## config.mk

```make
export PLATFORM = sky130hd
export DESIGN_NAME = reg_file
export DESIGN_NICKNAME = d
export VERILOG_FILES = /design/src/rtl/reg_file.sv
export SDC_FILE = /design/constraint.sdc
export NUM_CORES = 1
export LEC_CHECK = 0
export BUFFER_PORTS_ARGS = -buffer_cell sky130_fd_sc_hd__clkbuf_2
export CAP_MARGIN = 20
export CORE_MARGIN = 4
export CORE_UTILIZATION = 40
export CTS_BUF_LIST = sky130_fd_sc_hd__clkbuf_4 sky130_fd_sc_hd__clkbuf_8 sky130_fd_sc_hd__clkbuf_16
export CTS_CLUSTER_DIAMETER = 60
export DETAILED_ROUTE_END_ITERATION = 6
export PLACE_DENSITY = 0.69
export SLEW_MARGIN = 10
export SYNTH_ARGS = -nofsm -noshare
export SYNTH_HDL_FRONTEND = slang
export SYNTH_SLANG_ARGS = --single-unit
export TNS_END_PERCENT = 1
```

## constraint.sdc

```tcl
create_clock -name CLK -period 3.8 [get_ports CLK]
set_clock_uncertainty 0.05 [all_clocks]
set_input_delay 0.76 -clock CLK [delete_from_list [all_inputs] [get_ports CLK]]
set_output_delay 0.76 -clock CLK [all_outputs]
set_load 0.02 [all_outputs]
```

## src/rtl/reg_file.sv

```systemverilog
// reg_file: 8x8 register file for the processor datapath.
// Two combinational read ports feed the ALU operand buses; one synchronous
// write port takes the ALU result back. WRITE_DONE pulses for one cycle after
// each committed write so the control unit can sequence dependent instructions.
// READ_DELAY / WRITE_DELAY describe the timing of the behavioural model this
// block replaces; the synthesized logic settles within the clock period.
module reg_file #(
    parameter int DATA_W      = 8,
    parameter int ADDR_W      = 3,
    parameter int READ_DELAY  = 2,
    parameter int WRITE_DELAY = 1,
    parameter bit BYPASS      = 1'b0
) (
    input  logic              CLK,
    input  logic              RESET,
    input  logic [DATA_W-1:0] IN,
    input  logic [ADDR_W-1:0] INADDRESS,
    input  logic              WRITE,
    input  logic [ADDR_W-1:0] OUT1ADDRESS,
    input  logic [ADDR_W-1:0] OUT2ADDRESS,
    output logic [DATA_W-1:0] OUT1,
    output logic [DATA_W-1:0] OUT2,
    output logic              WRITE_DONE
);

    localparam int DEPTH = 2 ** ADDR_W;

    // The delay figures are only meaningful as non-negative model times.
    generate
        if (READ_DELAY < 0 || WRITE_DELAY < 0) begin : g_bad_delay
            $error("reg_file: model delays must be non-negative");
        end
    endgenerate

    logic [DATA_W-1:0] regs [DEPTH];
    logic              fwd1;
    logic              fwd2;

    // Register array and commit pulse; reset wins over a same-cycle write.
    always_ff @(posedge CLK) begin
        if (RESET) begin
            for (int i = 0; i < DEPTH; i++) begin
                regs[i] <= '0;
            end
            WRITE_DONE <= 1'b0;
        end else begin
            if (WRITE) begin
                regs[INADDRESS] <= IN;
            end
            WRITE_DONE <= WRITE;
        end
    end

    // Combinational read ports, optionally forwarding the pending write data.
    always_comb begin
        fwd1 = BYPASS && WRITE && !RESET && (OUT1ADDRESS == INADDRESS);
        fwd2 = BYPASS && WRITE && !RESET && (OUT2ADDRESS == INADDRESS);
        OUT1 = fwd1 ? IN : regs[OUT1ADDRESS];
        OUT2 = fwd2 ? IN : regs[OUT2ADDRESS];
    end

endmodule

```

After elaboration in Yosys (flattened, before gate mapping)
Memories as Yosys holds them, arrays and structs flattened.
Cells that the tools add are included.
- logic and storage cells: 11
- latch bits: 0
- output and inout bits: 17
- bits in read-only memories: 0
- RAM bits: 64
- input port bits: 20
- memories: 1
- register bits: 1
- memory list (memory ; depth ; bits a word ; rd ports ; clocked after memory_dff ; wr ports ; line ; source):
    regs ; 8 ; 8 ; 2 ; 0 ; 8 ; 35 ; logic [DATA_W-1:0] regs [DEPTH];
- bitwise operators: 0
- add/subtract/negate cells: 0
- $mul: 0
- shift-type cells: 0
- reductions and logical operators: 1
- eq/ne operators: 0
- div/mod/pow operators: 0
- magnitude comparators: 0
- muxes and demuxes: 8
- operators with widths (operator ; count):
    8-bit 2-to-1 mux ; 1
    8-bit OR reduction ; 1
    1-bit 2-to-1 mux ; 6
    3-bit 2-to-1 mux ; 1

Logic depth before layout (Yosys ltp)
Gate-level depths: netlist of the first run.
- depth in word-level cells: 5
- mapped depth: 4
- mapped depth without buffers: 2

Worst setup path after synthesis of the first run
No wires, ideal clock.
- path kind: input-to-output
- from: input port OUT2ADDRESS[0]
- to: output port OUT2[0]
- setup slack: 1.135 ns
- cell stages on the path: 4
- buffers on the path: 2
- arrival time: 1.855 ns
- required time: 2.990 ns
- path through: buf_6 > buf_12 > mux4_1 > mux2_2
- cells in the longest elaborated chain, start to end: 1
- ends and longest elaborated chain (what ; line ; source):
    start, declared ; 20 ; input logic [ADDR_W-1:0] OUT2ADDRESS,
    memory read 8 x 8 bit ; n/a ;
    end, declared ; 22 ; output logic [DATA_W-1:0] OUT2,
No other way between the ends.

Final worst setup path of the first run
- from: input port OUT1ADDRESS[0]
- to: output port OUT1[0]
- cells in the longest elaborated chain, start to end: 1
- ends and longest elaborated chain (what ; line ; source):
    start, declared ; 19 ; input logic [ADDR_W-1:0] OUT1ADDRESS,
    memory read 8 x 8 bit ; n/a ;
    end, declared ; 21 ; output logic [DATA_W-1:0] OUT1,
No other way between the ends.

==> flow_summary.json, run 1 <==
{
  "synth.top_cells.by_area": "sky130_fd_sc_hd__edfxtp_1 (54%), sky130_fd_sc_hd__mux4_1 (21%), sky130_fd_sc_hd__nor3_1 (9.0%)",
  "syn_avg_cell_area_um2": 15.8,
  "worstPathRequired_ns": 2.99,
  "routed_wl_mm": 8.07,
  "yosys_register_bits": 65,
  "number_of_global_route_vias_before_repair": 2191,
  "routabilityCongestion": 0.771,
  "crit_path_max_fanout": 16,
  "final-max-slew-violation-count": 0,
  "antenna_violating_nets_post_route": 0,
  "final_nets": 277,
  "min_path_type": "in -> reg",
  "grt_start_max_net_pins": 37,
  "cts_max_level": 3,
  "cts_repair_resize_count": 0,
  "core_um2": 8680,
  "worst_setup_path_start_kind": "primary input",
  "max_cap_violations": 0,
  "synth_cell_type_count": 19,
  "power.switching_fraction_pct": 24.4,
  "firstDrtPassIters": 4,
  "num_io_pins": 37,
  "antenna_violations_before_repair": 0,
  "setup_repair_after_global_routing_missed_its_margin": "false",
  "worst_slew_margin_rel_pct": 36.7,
  "type_of_element_capturing_the_critical_path": "output port",
  "power.internal_mw": 1.32,
  "die-area_um2": 10500,
  "cts_hold_repair.buffers": 0,
  "initial_cell_density_of_the_core_pct": 41.0,
  "synth_top_cell_area_share_pct": 54.0,
  "path_clk_slew_ns": 0.07,
  "synth.cell_area_um2": 3560,
  "dp_hpwl_mm": 5.29,
  "max_clock_freq_mhz": 318,
  "detailed_place.area_um2": 3800,
  "worst_ep_arrival_time_ns": 2.34,
  "total_switching_power_mw": 0.426,
  "drt-initial-drc-count": 97,
  "clk_root_buffer_cell": "sky130_fd_sc_hd__clkbuf_8",
  "vias": 2199,
  "vias_per_cell": 5.94,
  "port_buffer_count": 36,
  "powerDensity_nw_per_um2": 435,
  "syn-num-nets": 245,
  "seq_power_share_pct": 48.9,
  "setup-violations-final": 0,
  "final_cell_mix": "sky130_fd_sc_hd__nor3_1 (64), sky130_fd_sc_hd__edfxtp_1 (64), sky130_fd_sc_hd__clkbuf_2 (36)",
  "n_antenna_cell": 0,
  "cts_sinks": 65,
  "fin_area_um2": 4010,
  "cts.path.max_buffers": 2,
  "worst-setup-path-type": "in -> out",
  "fin_util_pct": 46.2,
  "timing.final.hold_violations": 0,
  "cts_tree": "built",
  "worst_ir_drop_vdd_mv": 0.165,
  "cts_made_buffers": 9,
  "yosysTopAreaCell": "sky130_fd_sc_hd__edfxtp_1",
  "cts_setup_buffers": 0,
  "globalRoute.totalOverflow": 0,
  "post-route-min-period_ns": 3.15,
  "ys_warn_count": 0,
  "setup_tns_ns": 0,
  "final_min_period_over_clock_period_pct": 82.9,
  "ys_seq_area_share_pct": 54.6,
  "postSynthCellCount": 225,
  "track_usage_pct": 16.4,
  "clock_power_share_pct": 36.6,
  "drcViolationCount": 0,
  "layout.filler_cells": 771,
  "tightest_slew_ns": 0.948,
  "status": "finished clean",
  "first_pass_grt_wire_length_mm": 12.3,
  "layout_setup_ws_ns": 0.651,
  "post_route_cells_drive_above_1_share_pct": 31.7,
  "leakage_nw": 1.39,
  "dieWidth_um": 102,
  "drt-wirelength-per-cell_um": 21.8,
  "comb_power_share_pct": 14.5,
  "floorplan.rows": 34,
  "dp_slack_ns": 0.655,
  "syn_to_final_growth_pct": 12.8,
  "die_height_um": 102
}
[cell families after synthesis]
kind of cell           share of synthesized area, %
buffers and inverters                          5.06
muxes                                          28.4
AOI/OAI and AO/OA                              1.69
and+or+nand+nor                                10.3
DFF                                            54.6
[flip-flops by register name (all words and copies together) (netlist names)]
register / cells
WRITE_DONE: 1
regs: 64
[routing by layer]
layer,vias to the layer above,global-route usage [%],wire (µm)
met5,-,0,0
met1,1084,20.6,3100
met4,0,5.45,134
met3,12,4.44,759
met2,105,27.7,4080
li1,998,-,-
[power groups by stage]
| stage | registers [mW] | logic [mW] | clock network [mW] |
|---|---|---|---|
| after global placement | 0.863 | 0.253 | 0 |
| after CTS | 0.852 | 0.257 | 0.645 |
| after global routing | 0.858 | 0.271 | 0.675 |
| after floorplan | 0.858 | 0.183 | 0 |
| final | 0.852 | 0.253 | 0.637 |
| after detailed placement | 0.868 | 0.256 | 0 |
[cell type report]
cell class / instances / area [µm²] / area share (%)
sequential: 65 / 1940 / 48.4
inverter: 8 / 30.0 / 0.749
clock buffer: 10 / 131 / 3.28
timing repair buffer: 46 / 255 / 6.36
clock inverter: 6 / 82.6 / 2.06
multi-input combinational: 127 / 1440 / 35.8
tap: 108 / 135 / 3.37
[worst max-delay path: stages]
cell	delay [ns]
sky130_fd_sc_hd__clkbuf_2	0.45
sky130_fd_sc_hd__mux4_1	0.64
sky130_fd_sc_hd__mux2_2	0.31
sky130_fd_sc_hd__clkbuf_2	0.17
[stage by stage]
| step | instances | power (mW) | hold slack (ns) |
|---|---|---|---|
| after global placement | 354 | 1.12 | 0.944 |
| after detailed placement | 354 | 1.12 | 0.963 |
| final | 370 | 1.74 | 0.609 |
| after floorplan | 225 | 1.04 | 0.838 |
| after global routing | 370 | 1.80 | 0.612 |
| after CTS | 370 | 1.75 | 0.596 |
[cell usage after synthesis]
master / count
sky130_fd_sc_hd__clkinv_1: 8
sky130_fd_sc_hd__nor3_1: 64
sky130_fd_sc_hd__or3b_2: 1
sky130_fd_sc_hd__mux4_1: 29
sky130_fd_sc_hd__clkbuf_1: 10
sky130_fd_sc_hd__mux4_2: 3
sky130_fd_sc_hd__dfxtp_1: 1
sky130_fd_sc_hd__o21bai_1: 8
sky130_fd_sc_hd__nor2b_1: 1
sky130_fd_sc_hd__buf_12: 2
sky130_fd_sc_hd__nand2_1: 1
sky130_fd_sc_hd__or2_2: 1
sky130_fd_sc_hd__nand2b_1: 2
sky130_fd_sc_hd__nand3b_1: 1
sky130_fd_sc_hd__buf_2: 7
sky130_fd_sc_hd__buf_1: 4
sky130_fd_sc_hd__buf_6: 2
sky130_fd_sc_hd__mux2_2: 16
sky130_fd_sc_hd__edfxtp_1: 64
[final timing paths]
check / cells after the start / start / slack (ns) / to
min: 2 / WRITE / 0.61 / WRITE_DONE
max: 4 / OUT1ADDRESS[0] / 0.65 / OUT1[0]
(Power assumes the default switching activity.)
==> inputs of run 2 (changes only) <==
ABC_AREA = 1   (was unset)
PLACE_DENSITY = 0.71   (was 0.69)
clock period = 2.8 ns   (was 3.8 ns; I/O delays follow)
==> flow_summary.json, run 2 <==
{
  "post_synthesis_share_of_cell_area_spent_on_xor_and_xnor_gates_pct": 0,
  "dp_slack_ns": 0.552,
  "cts_made_buffers": 9,
  "leakage_nw": 2.31,
  "top_cell_types_by_occurrence_after_synthesis": "sky130_fd_sc_hd__nand2_1 (217), sky130_fd_sc_hd__inv_1 (79), sky130_fd_sc_hd__nor2_1 (67), sky130_fd_sc_hd__edfxtp_1 (64), sky130_fd_sc_hd__nand3_1 (64)",
  "globalRoute.totalOverflow": 0,
  "setup_repair_after_global_routing_missed_its_margin": "false",
  "cts_tree": "built",
  "final_cell_mix": "sky130_fd_sc_hd__nand2_1 (217), sky130_fd_sc_hd__inv_1 (79), sky130_fd_sc_hd__nor2_1 (67)",
  "worst_ep_arrival_time_ns": 1.65,
  "ys_seq_area_share_pct": 49.7,
  "dp_hpwl_mm": 7.59,
  "synth.top_cells.by_area": "sky130_fd_sc_hd__edfxtp_1 (49%), sky130_fd_sc_hd__nand2_1 (21%), sky130_fd_sc_hd__nand3_1 (8.2%)",
  "synthFlopType": "sky130_fd_sc_hd__edfxtp_1",
  "number_of_global_route_vias_before_repair": 3055,
  "port_buffer_count": 36,
  "path_clk_slew_ns": 0.07,
  "cts.path.max_buffers": 2,
  "yosysMostFrequentCell": "sky130_fd_sc_hd__nand2_1",
  "num_io_pins": 37,
  "routed_wl_mm": 10.2,
  "yosysTopAreaCell": "sky130_fd_sc_hd__edfxtp_1",
  "first_pass_grt_wire_length_mm": 16.2,
  "setup_tns_ns": 0,
  "drt-wirelength-per-cell_um": 14.7,
  "die_height_um": 107,
  "worst_setup_path_start_kind": "primary input",
  "final_nets": 578,
  "power.internal_mw": 1.67,
  "post-route-min-period_ns": 2.26,
  "crit_path_max_fanout": 32,
  "routabilityCongestion": 0.899,
  "powerDensity_nw_per_um2": 535,
  "synth_simple_gate_area_share_pct": 38.7,
  "status": "finished clean",
  "cts_setup_buffers": 0,
  "total_switching_power_mw": 0.639,
  "cts_repair_resize_count": 0,
  "worst_slew_margin_rel_pct": 63.4,
  "die-area_um2": 11400,
  "drcViolationCount": 0,
  "synth.cell_area_um2": 3910,
  "worst_ir_drop_vdd_mv": 0.303,
  "drt-initial-drc-count": 400,
  "syn_to_final_growth_pct": 10.6,
  "syn_avg_cell_area_um2": 7.37,
  "yosys_register_bits": 65,
  "worst-setup-path-type": "in -> out",
  "postSynthCellCount": 530,
  "n_antenna_cell": 0,
  "tightest_slew_ns": 0.549,
  "firstDrtPassIters": 5,
  "core_um2": 9370,
  "cts_sinks": 65,
  "asyncSetResetFlopFracSynth_pct": 0,
  "vias": 3411,
  "max_clock_freq_mhz": 443,
  "clk_root_buffer_cell": "sky130_fd_sc_hd__clkbuf_8",
  "initial_cell_density_of_the_core_pct": 41.7,
  "seq_power_share_pct": 50.0,
  "fin_util_pct": 46.1,
  "cts_max_level": 3,
  "post_route_cells_drive_above_1_share_pct": 12.4,
  "reg_with_most_ffs": "regs",
  "dieWidth_um": 107,
  "floorplan.rows": 35,
  "vias_per_cell": 4.93,
  "worstPathRequired_ns": 2.19,
  "synth.mux.area_fraction_pct": 0,
  "dominant_combinational_cell_family_by_area_after_synthesis": "simple AND/OR/NAND/NOR gates",
  "number_of_flip_flops_under_the_largest_register_name": 64,
  "synth_top_cell_area_share_pct": 49.2,
  "clock_power_share_pct": 33.2,
  "max_cap_violations": 0,
  "top_regs": "regs x64, WRITE_DONE x1",
  "grt_start_max_net_pins": 33,
  "leading_cell_type_in_the_layout_fill_and_taps_excluded": "sky130_fd_sc_hd__nand2_1",
  "synth_edf_count": 64,
  "layout_setup_ws_ns": 0.542,
  "syn-num-nets": 550,
  "final_min_period_over_clock_period_pct": 80.6,
  "post_synthesis_compound_gate_area_fraction_pct": 0,
  "setup-violations-final": 0,
  "power.switching_fraction_pct": 27.6,
  "comb_power_share_pct": 16.8,
  "timing.final.hold_violations": 0,
  "track_usage_pct": 18.3,
  "type_of_element_capturing_the_critical_path": "output port",
  "cts_hold_repair.buffers": 0,
  "layout.filler_cells": 950,
  "adder_cell_share_of_the_synthesized_area_pct": 0,
  "synth_cell_type_count": 14,
  "ys_warn_count": 0,
  "antenna_violations_before_repair": 0,
  "antenna_violating_nets_post_route": 0,
  "min_path_type": "in -> reg",
  "final-max-slew-violation-count": 0
}
-- run 2: through the flow --
step	area [µm²]	hold WS, ns	total power [mW]	cells
finish	4320	0.409	2.31	692
global route	4320	0.433	2.40	692
CTS	4320	0.408	2.31	692
detailed placement	4130	0.768	1.56	676
global placement	4130	0.761	1.56	676
floorplan	3910	0.637	1.44	530
-- run 2: final cells by class --
class | instances | area, µm² | area share [%]
Clock buffer | 12 | 146 | 3.39
Sequential cell | 65 | 1940 | 44.9
Tap cell | 129 | 161 | 3.73
Multi-Input combinational cell | 359 | 1510 | 34.9
Inverter | 84 | 315 | 7.30
Timing Repair Buffer | 39 | 203 | 4.69
Clock inverter | 4 | 43.8 | 1.01
-- run 2: path summary, 6_finish.rpt --
path	startpoint	to	slack, ns	cells after the start
setup / recovery	OUT2ADDRESS[0]	OUT2[1]	0.54	8
hold / removal	WRITE	WRITE_DONE	0.41	3
-- run 2: critical path: stages --
cell,delay [ns]
sky130_fd_sc_hd__clkbuf_2,0.10
sky130_fd_sc_hd__inv_2,0.40
sky130_fd_sc_hd__nand2_1,0.11
sky130_fd_sc_hd__nand3_1,0.10
sky130_fd_sc_hd__nand2_1,0.09
sky130_fd_sc_hd__nand2_1,0.06
sky130_fd_sc_hd__nand2_1,0.07
sky130_fd_sc_hd__clkbuf_2,0.16
-- run 2: kinds of logic (layout without fill, tap and decap cells) --
| logic type | count (synthesis) | in the layout |
|---|---|---|
| buffers and inverters | 106 | 139 |
| DFF | 65 | 65 |
| and+or+nand+nor | 359 | 359 |
-- run 2: power by group through the flow --
stage	sequential, mW	clock, mW	combinational, mW
2_1_floorplan	1.16	0	0.281
3_3_place_gp	1.17	0	0.383
3_5_place_dp	1.18	0	0.386
4_1_cts	1.15	0.769	0.387
5_1_grt	1.16	0.811	0.434
6_report	1.16	0.768	0.389
-- run 2: routing by layer --
metal,GRT usage [%],up-vias,part of all wire (%)
met5,0,-,0
met4,6.58,0,1.9
met3,2.83,14,9.6
met2,25.6,196,41
met1,28.5,1525,47
li1,-,1676,-
